--- src/rtl/csa_pipe_adder.sv ---
// csa_pipe_adder: pipelined carry-select adder/subtractor with valid/ready flow control.
// The WIDTH-bit operation is cut into STAGES equal segments, one per pipeline stage.
// Each segment is built from BLOCK-bit carry-select slices, and the carry is registered
// from one stage to the next.
// Optional feature macro: CSA_PIPE_SAT_EN (signed saturation on overflow when sat=1).
// Ports:
//   clk, rst            clock; synchronous active-high reset
//   in_valid / in_ready input handshake; in_ready = ~out_valid | out_ready (combinational)
//   a, b, cin, sub, sat operand bundle (sub: a - b as a + ~b + 1; cin ignored when sub=1)
//   out_valid/out_ready output handshake
//   sum, cout, ovf, zero registered result and flags
module csa_pipe_adder #(
    parameter int unsigned WIDTH  = 32,
    parameter int unsigned BLOCK  = 4,
    parameter int unsigned STAGES = 2
) (
    input  logic             clk,
    input  logic             rst,
    input  logic             in_valid,
    output logic             in_ready,
    input  logic [WIDTH-1:0] a,
    input  logic [WIDTH-1:0] b,
    input  logic             cin,
    input  logic             sub,
    input  logic             sat,
    output logic             out_valid,
    input  logic             out_ready,
    output logic [WIDTH-1:0] sum,
    output logic             cout,
    output logic             ovf,
    output logic             zero
);
    localparam int unsigned SEG      = WIDTH / STAGES;
    localparam int unsigned NSL      = SEG / BLOCK;
    localparam int unsigned LAST_LSB = (STAGES - 1) * SEG;

    // One segment: ripple slice 0, carry-select for the remaining slices. Returns {cout, sum}.
    function automatic logic [SEG:0] seg_add(input logic [SEG-1:0] x,
                                             input logic [SEG-1:0] y,
                                             input logic           ci);
        logic [SEG-1:0] s;
        logic           c;
        logic [BLOCK:0] r0;
        logic [BLOCK:0] r1;
        s = '0;
        c = ci;
        for (int i = 0; i < int'(BLOCK); i++) begin
            s[i] = x[i] ^ y[i] ^ c;
            c    = (x[i] & y[i]) | (c & (x[i] ^ y[i]));
        end
        for (int j = 1; j < int'(NSL); j++) begin
            r0 = {1'b0, x[j*BLOCK +: BLOCK]} + {1'b0, y[j*BLOCK +: BLOCK]};
            r1 = {1'b0, x[j*BLOCK +: BLOCK]} + {1'b0, y[j*BLOCK +: BLOCK]} + (BLOCK+1)'(1);
            s[j*BLOCK +: BLOCK] = c ? r1[BLOCK-1:0] : r0[BLOCK-1:0];
            c                   = c ? r1[BLOCK] : r0[BLOCK];
        end
        return {c, s};
    endfunction

    logic [WIDTH-1:0] b_eff_c;
    logic             c0_c;
    logic             adv_c;

    logic             out_valid_q, out_valid_d;
    logic [WIDTH-1:0] sum_q, sum_d;
    logic             cout_q, cout_d;
    logic             ovf_q, ovf_d;
    logic             zero_q, zero_d;

    // Inputs to the last stage: either the input bundle or the previous stage register.
    logic             last_v_c;
    logic [WIDTH-1:0] last_a_c;
    logic [WIDTH-1:0] last_b_c;
    logic [WIDTH-1:0] last_s_c;
    logic             last_c_c;
    logic             last_sat_c;

    assign b_eff_c  = sub ? ~b : b;
    assign c0_c     = sub | cin;
    // Whole pipeline advances together; bubbles are carried, not squeezed out.
    assign adv_c    = ~out_valid_q | out_ready;
    assign in_ready = adv_c;

    if (STAGES > 1) begin : g_pipe
        localparam int unsigned NM = STAGES - 1;

        logic [NM-1:0]    v_q, v_d;
        logic [NM-1:0]    c_q, c_d;
        logic [NM-1:0]    sat_q, sat_d;
        logic [WIDTH-1:0] a_q [NM];
        logic [WIDTH-1:0] a_d [NM];
        logic [WIDTH-1:0] b_q [NM];
        logic [WIDTH-1:0] b_d [NM];
        logic [WIDTH-1:0] s_q [NM];
        logic [WIDTH-1:0] s_d [NM];

        logic [NM-1:0]    src_v_c;
        logic [NM-1:0]    src_c_c;
        logic [NM-1:0]    src_sat_c;
        logic [WIDTH-1:0] src_a_c [NM];
        logic [WIDTH-1:0] src_b_c [NM];
        logic [WIDTH-1:0] src_s_c [NM];

        // Predecessor of each non-final stage: the input bundle for stage 0.
        always_comb begin
            src_v_c      = '0;
            src_c_c      = '0;
            src_sat_c    = '0;
            src_a_c[0]   = a;
            src_b_c[0]   = b_eff_c;
            src_s_c[0]   = '0;
            src_v_c[0]   = in_valid;
            src_c_c[0]   = c0_c;
            src_sat_c[0] = sat;
            for (int k = 1; k < int'(NM); k++) begin
                src_a_c[k]   = a_q[k-1];
                src_b_c[k]   = b_q[k-1];
                src_s_c[k]   = s_q[k-1];
                src_v_c[k]   = v_q[k-1];
                src_c_c[k]   = c_q[k-1];
                src_sat_c[k] = sat_q[k-1];
            end
        end

        // Stage k adds segment k; operands ride along whole, completed sum bits accumulate.
        always_comb begin
            logic [SEG:0] r;
            v_d   = v_q;
            c_d   = c_q;
            sat_d = sat_q;
            a_d   = a_q;
            b_d   = b_q;
            s_d   = s_q;
            r     = '0;
            if (adv_c) begin
                for (int k = 0; k < int'(NM); k++) begin
                    r = seg_add(SEG'(src_a_c[k] >> (k * SEG)),
                                SEG'(src_b_c[k] >> (k * SEG)), src_c_c[k]);
                    v_d[k]   = src_v_c[k];
                    c_d[k]   = r[SEG];
                    sat_d[k] = src_sat_c[k];
                    a_d[k]   = src_a_c[k];
                    b_d[k]   = src_b_c[k];
                    s_d[k]   = src_s_c[k] | (WIDTH'(r[SEG-1:0]) << (k * SEG));
                end
            end
        end

        always_ff @(posedge clk) begin
            if (rst) begin
                v_q   <= '0;
                c_q   <= '0;
                sat_q <= '0;
                a_q   <= '{default: '0};
                b_q   <= '{default: '0};
                s_q   <= '{default: '0};
            end else begin
                v_q   <= v_d;
                c_q   <= c_d;
                sat_q <= sat_d;
                a_q   <= a_d;
                b_q   <= b_d;
                s_q   <= s_d;
            end
        end

        assign last_v_c   = v_q[NM-1];
        assign last_c_c   = c_q[NM-1];
        assign last_sat_c = sat_q[NM-1];
        assign last_a_c   = a_q[NM-1];
        assign last_b_c   = b_q[NM-1];
        assign last_s_c   = s_q[NM-1];
    end else begin : g_single
        assign last_v_c   = in_valid;
        assign last_c_c   = c0_c;
        assign last_sat_c = sat;
        assign last_a_c   = a;
        assign last_b_c   = b_eff_c;
        assign last_s_c   = '0;
    end

    // Last stage: final segment, flag generation and optional clamp.
    always_comb begin
        logic [SEG:0]     r;
        logic [WIDTH-1:0] s;
        logic             c_msb;
        logic             ov;
        out_valid_d = out_valid_q;
        sum_d       = sum_q;
        cout_d      = cout_q;
        ovf_d       = ovf_q;
        zero_d      = zero_q;
        r     = seg_add(SEG'(last_a_c >> LAST_LSB), SEG'(last_b_c >> LAST_LSB), last_c_c);
        s     = last_s_c | (WIDTH'(r[SEG-1:0]) << LAST_LSB);
        // Carry into the MSB recovered from the MSB sum bit and its operand bits.
        c_msb = s[WIDTH-1] ^ last_a_c[WIDTH-1] ^ last_b_c[WIDTH-1];
        ov    = r[SEG] ^ c_msb;
`ifdef CSA_PIPE_SAT_EN
        // On overflow the true result has operand A's sign.
        if (last_sat_c && ov) begin
            s = last_a_c[WIDTH-1] ? {1'b1, {(WIDTH-1){1'b0}}} : {1'b0, {(WIDTH-1){1'b1}}};
        end
`endif
        if (adv_c) begin
            out_valid_d = last_v_c;
            sum_d       = s;
            cout_d      = r[SEG];
            ovf_d       = ov;
            zero_d      = (s == '0);
        end
    end

`ifndef CSA_PIPE_SAT_EN
    logic unused_sat;
    assign unused_sat = last_sat_c;
`endif

    always_ff @(posedge clk) begin
        if (rst) begin
            out_valid_q <= 1'b0;
            sum_q       <= '0;
            cout_q      <= 1'b0;
            ovf_q       <= 1'b0;
            zero_q      <= 1'b0;
        end else begin
            out_valid_q <= out_valid_d;
            sum_q       <= sum_d;
            cout_q      <= cout_d;
            ovf_q       <= ovf_d;
            zero_q      <= zero_d;
        end
    end

    assign out_valid = out_valid_q;
    assign sum       = sum_q;
    assign cout      = cout_q;
    assign ovf       = ovf_q;
    assign zero      = zero_q;
endmodule

--- config.mk ---
export PLATFORM = sky130hd
export DESIGN_NAME = csa_pipe_adder
export DESIGN_NICKNAME = d
export VERILOG_FILES = /design/src/rtl/csa_pipe_adder.sv
export SDC_FILE = /design/constraint.sdc
export NUM_CORES = 1
export LEC_CHECK = 0
export CORE_MARGIN = 8
export CORE_UTILIZATION = 35
export CTS_CLUSTER_SIZE = 24
export DETAILED_ROUTE_END_ITERATION = 6
export PLACE_DENSITY = 0.65
export SETUP_SLACK_MARGIN = 0.1
export SKIP_CTS_REPAIR_TIMING = 1
export SYNTH_ARGS = -nofsm -noshare
export SYNTH_HDL_FRONTEND = slang
export SYNTH_SLANG_ARGS = --single-unit
--- constraint.sdc ---
create_clock -name clk -period 13 [get_ports clk]
set_clock_uncertainty 0.2 [all_clocks]
set_input_delay 1.95 -clock clk [delete_from_list [all_inputs] [get_ports clk]]
set_output_delay 1.95 -clock clk [all_outputs]
set_load 0.02 [all_outputs]
==> results.txt <==
----------------------------------------------------
[Floorplanning]
  Floorplan die area ... 17,980 µm²
  Die Wd ... 134.1 µm
  Area of the core ... 13,770 µm²
  Std cell rows ... 43
  Die Span Y ... 134.1 µm
  Ports placed on the boundary ... 108
  Initial cell density of the core ... 35.44%

[Drt]
  Total via count in the routed design ... 4,135
  Detailed-route wire length per cell ... 14.03 µm
  1st-pass router iterations ... 4
  Remaining antenna violation count ... 0
  Number of DRC violations after detailed-routing iteration 0 ... 186
  Total wire length ... 11,940 µm
  Routed vias/inst ... 4.859
  DRC violation count after routing ... 0

[Power and ir drop]
  P per Cell Area ... 123.4 nW/µm²
  Pleak ... 2.593 nW
  Worst-case vdd ir drop ... 0.00006000 V

[Cells and area]
  Layout cell share with drive strength beyond 1 ... 3.428%
  Total number of nets in the final design ... 782
  Finished Layout Cells ... 851
  Leading cell type in the layout, fill and taps excluded ... sky130_fd_sc_hd__clkdlybuf4s50_1
  Area growth, synth to finish ... 29.43%
  Commonest non-fill, non-tap cells in the layout ... 104 x sky130_fd_sc_hd__clkdlybuf4s50_1, 92 x sky130_fd_sc_hd__nand2_1, 86 x sky130_fd_sc_hd__dfxtp_1
  ANT cells ... 0

[Timing]
  Transition time of the tightest slew-check pin ... 1031 ps
  Maximum operating frequency ... 0.1507 GHz
  Slew Viols, Final ... 0
  Final hold viol count ... 0
  Total setup violations reported at the end of the flow ... 0
  Remaining max-slew budget at the tightest pin ... 31.26%
  Post-route fraction of the period consumed by the critical path ... 51.03%
  Unrepaired setup endpoints after global routing ... false
  Clock period minus worst slack ... 6634 ps
  Setup_tns ... 0 ps

[Job]
  Max-Cap Viols ... 0

[Clock network]
  Clock buffers created by TritonCTS ... 9
  Number of buffers on the longest clock path ... 2
  Clock latency on the worst-skew pair ... 330 ps
  Worst-path clk slew ... 60 ps
  Clock H-tree levels ... 3
  Clock Root Buffer ... sky130_fd_sc_hd__clkbuf_16
  CTS sink cnt ... 86
  TritonCTS clock tree ... done

[Yosys]
  Sequential cell area fraction in the yosys report ... 35.27%
  Fraction of registers with async set or reset after synthesis ... 0%
  Most used flip-flop cell after synthesis ... sky130_fd_sc_hd__dfxtp_1
  Cell area after synthesis ... 4881 µm²
  Number of cells produced by synthesis ... 581
  Post-Synthesis Mean Instance Area ... 8.401 µm²
  Total of flip-flops plus latches after synthesis ... 86
  Number of different library cells in the post-synthesis netlist ... 44
  Number of enable flip-flop cells after synthesis ... 0
  Yosys warning count ... 0
  Post-Synthesis Net Count ... 696

[Run status]
  Result of the run ... complete, no violations

[Setup path]
  Critical path type ... in2out
  Launching element type of the critical path ... input pin
  Required time at the endpoint of the critical path ... 10,850 ps
  Top fanout value on the critical path ... 55
  Critical path endpoint category ... output pin
  Worst path arrival time ... 4480 ps

[Global routing]
  First-pass GRT wire length ... 20,060 µm
  Antenna violations before repair ... 0
  Pin count of the biggest net entering global routing ... 90
  Vias in the first global route ... 4,242
  Global-route congestion overflow total ... 0
  Overall global routing resource usage ... 13.45%

[Placement]
  Last weighted congestion value of the routability-driven placer ... 0.7785
  Number of placed instances, taps included ... 836
  Detail Placement HPWL ... 8954 µm
  Port Buf Inserts ... 106

[Hold path]
  Worst hold path class ... reg2reg

----------------------------------------------------
==> flip-flops by register name, indices dropped and copies added, names as in the netlist <==
name        flops
sum            32
g_pipe.b_q     16
ovf             1
out_valid       1
cout            1
g_pipe.a_q     16
zero            1
g_pipe.s_q     16
g_pipe.c_q      1
g_pipe.v_q      1
==> cells in the mapped netlist, types with 2 or more instances <==
master	number	area, µm²
sky130_fd_sc_hd__or2_1	2	12.51
sky130_fd_sc_hd__a21oi_1	53	265.3
sky130_fd_sc_hd__clkbuf_1	29	108.9
sky130_fd_sc_hd__ha_1	30	375.4
sky130_fd_sc_hd__nand3b_1	4	30.03
sky130_fd_sc_hd__a21o_1	9	67.56
sky130_fd_sc_hd__and3_1	3	18.77
sky130_fd_sc_hd__nand3_1	5	25.02
sky130_fd_sc_hd__fa_1	14	280.3
sky130_fd_sc_hd__nand2b_1	5	31.28
sky130_fd_sc_hd__a311oi_1	2	17.52
sky130_fd_sc_hd__o21ai_0	8	40.04
sky130_fd_sc_hd__xnor2_1	38	332.8
sky130_fd_sc_hd__buf_1	4	15.01
sky130_fd_sc_hd__inv_1	30	112.6
sky130_fd_sc_hd__nor2b_1	5	31.28
sky130_fd_sc_hd__dfxtp_1	86	1722
sky130_fd_sc_hd__or3_1	4	25.02
sky130_fd_sc_hd__nand2_1	92	345.3
sky130_fd_sc_hd__mux2i_1	4	40.04
sky130_fd_sc_hd__xor2_1	28	245.2
sky130_fd_sc_hd__nand4_1	3	18.77
sky130_fd_sc_hd__a211oi_1	41	307.8
sky130_fd_sc_hd__nor4_1	5	31.28
sky130_fd_sc_hd__nor3_1	8	40.04
sky130_fd_sc_hd__nor2_1	50	187.7
sky130_fd_sc_hd__nor4b_1	2	17.52
==> metal layers <==
| metal | routed length, µm | part of all wire, % | track usage [%] |
|---|---|---|---|
| met1 | 5717 | 48 | 16.81 |
| met2 | 5577 | 47 | 22.20 |
| met3 | 464 | 3.9 | 3.104 |
| met4 | 182 | 1.5 | 4.741 |
| met5 | 0 | 0 | 0 |
==> where the power goes <==
part	internal [mW]	total (mW)	leakage [nW]	switching [mW]
Combinational	0.113	0.232	1.76	0.120
Clock	0.128	0.229	0.121	0.101
Sequential	0.296	0.319	0.713	0.0221
==> kinds of logic (layout without fill, tap and decap cells) <==
kind of cell               count (synthesis)  after routing  share of synthesized area [%]
muxes                                      5              5                          1.051
xor gates and xnor gates                  66             66                          11.84
and+or+nand+nor                          196            196                          18.10
buffers and inverters                     65            155                          5.024
AOI/OAI and AO/OA                        119            119                          15.28
adders and majority gates                 44             44                          13.43
DFF                                       86             86                          35.27
==> metrics by stage <==
| step | util [%] | worst slack (ps) | total power, mW | area, µm² | hold slack (ps) |
|---|---|---|---|---|---|
| after global routing | 45.87 | 6191 | 0.8291 | 6317 | 271.4 |
| after detailed placement | 44.00 | 6335 | 0.5581 | 6060 | 247.7 |
| after global placement | 44.00 | 6379 | 0.5510 | 6060 | 237.5 |
| after CTS | 45.87 | 6330 | 0.7895 | 6317 | 254.6 |
| final | 45.87 | 6366 | 0.7797 | 6317 | 247.9 |
| after floorplan | - | 6681 | 0.4709 | 4881 | 231.9 |
==> cell type report <==
cell class              count  area, µm²
clock inverters             4      25.02
multi-input cells         430       2922
inverters                  31      117.6
well taps                 180      225.2
fillers                  1381       7456
clock buffers              11      232.7
repair buffers            109       1074
flip-flops and latches     86       1722
==> critical path, cell delays in order <==
cell and delay [ps]:
sky130_fd_sc_hd__clkdlybuf4s50_1 450, sky130_fd_sc_hd__nor2b_4 110, sky130_fd_sc_hd__buf_4 500, sky130_fd_sc_hd__clkinv_2 720, sky130_fd_sc_hd__clkdlybuf4s50_1 740
==> path summary, 6_finish.rpt <==
path                            from                  end  slack [ps]  cells past startpoint
min reg2reg      sum[6]$_SDFFE_PP0P_  sum[6]$_SDFFE_PP0P_         250                      2
max                        out_ready             in_ready        6370                      5
min              sum[6]$_SDFFE_PP0P_  sum[6]$_SDFFE_PP0P_         250                      2
max reg2reg  g_pipe.c_q$_SDFFE_PP0P_     ovf$_SDFFE_PP0P_        8790                     14
Note: power is estimated with default switching activity, not from simulation.
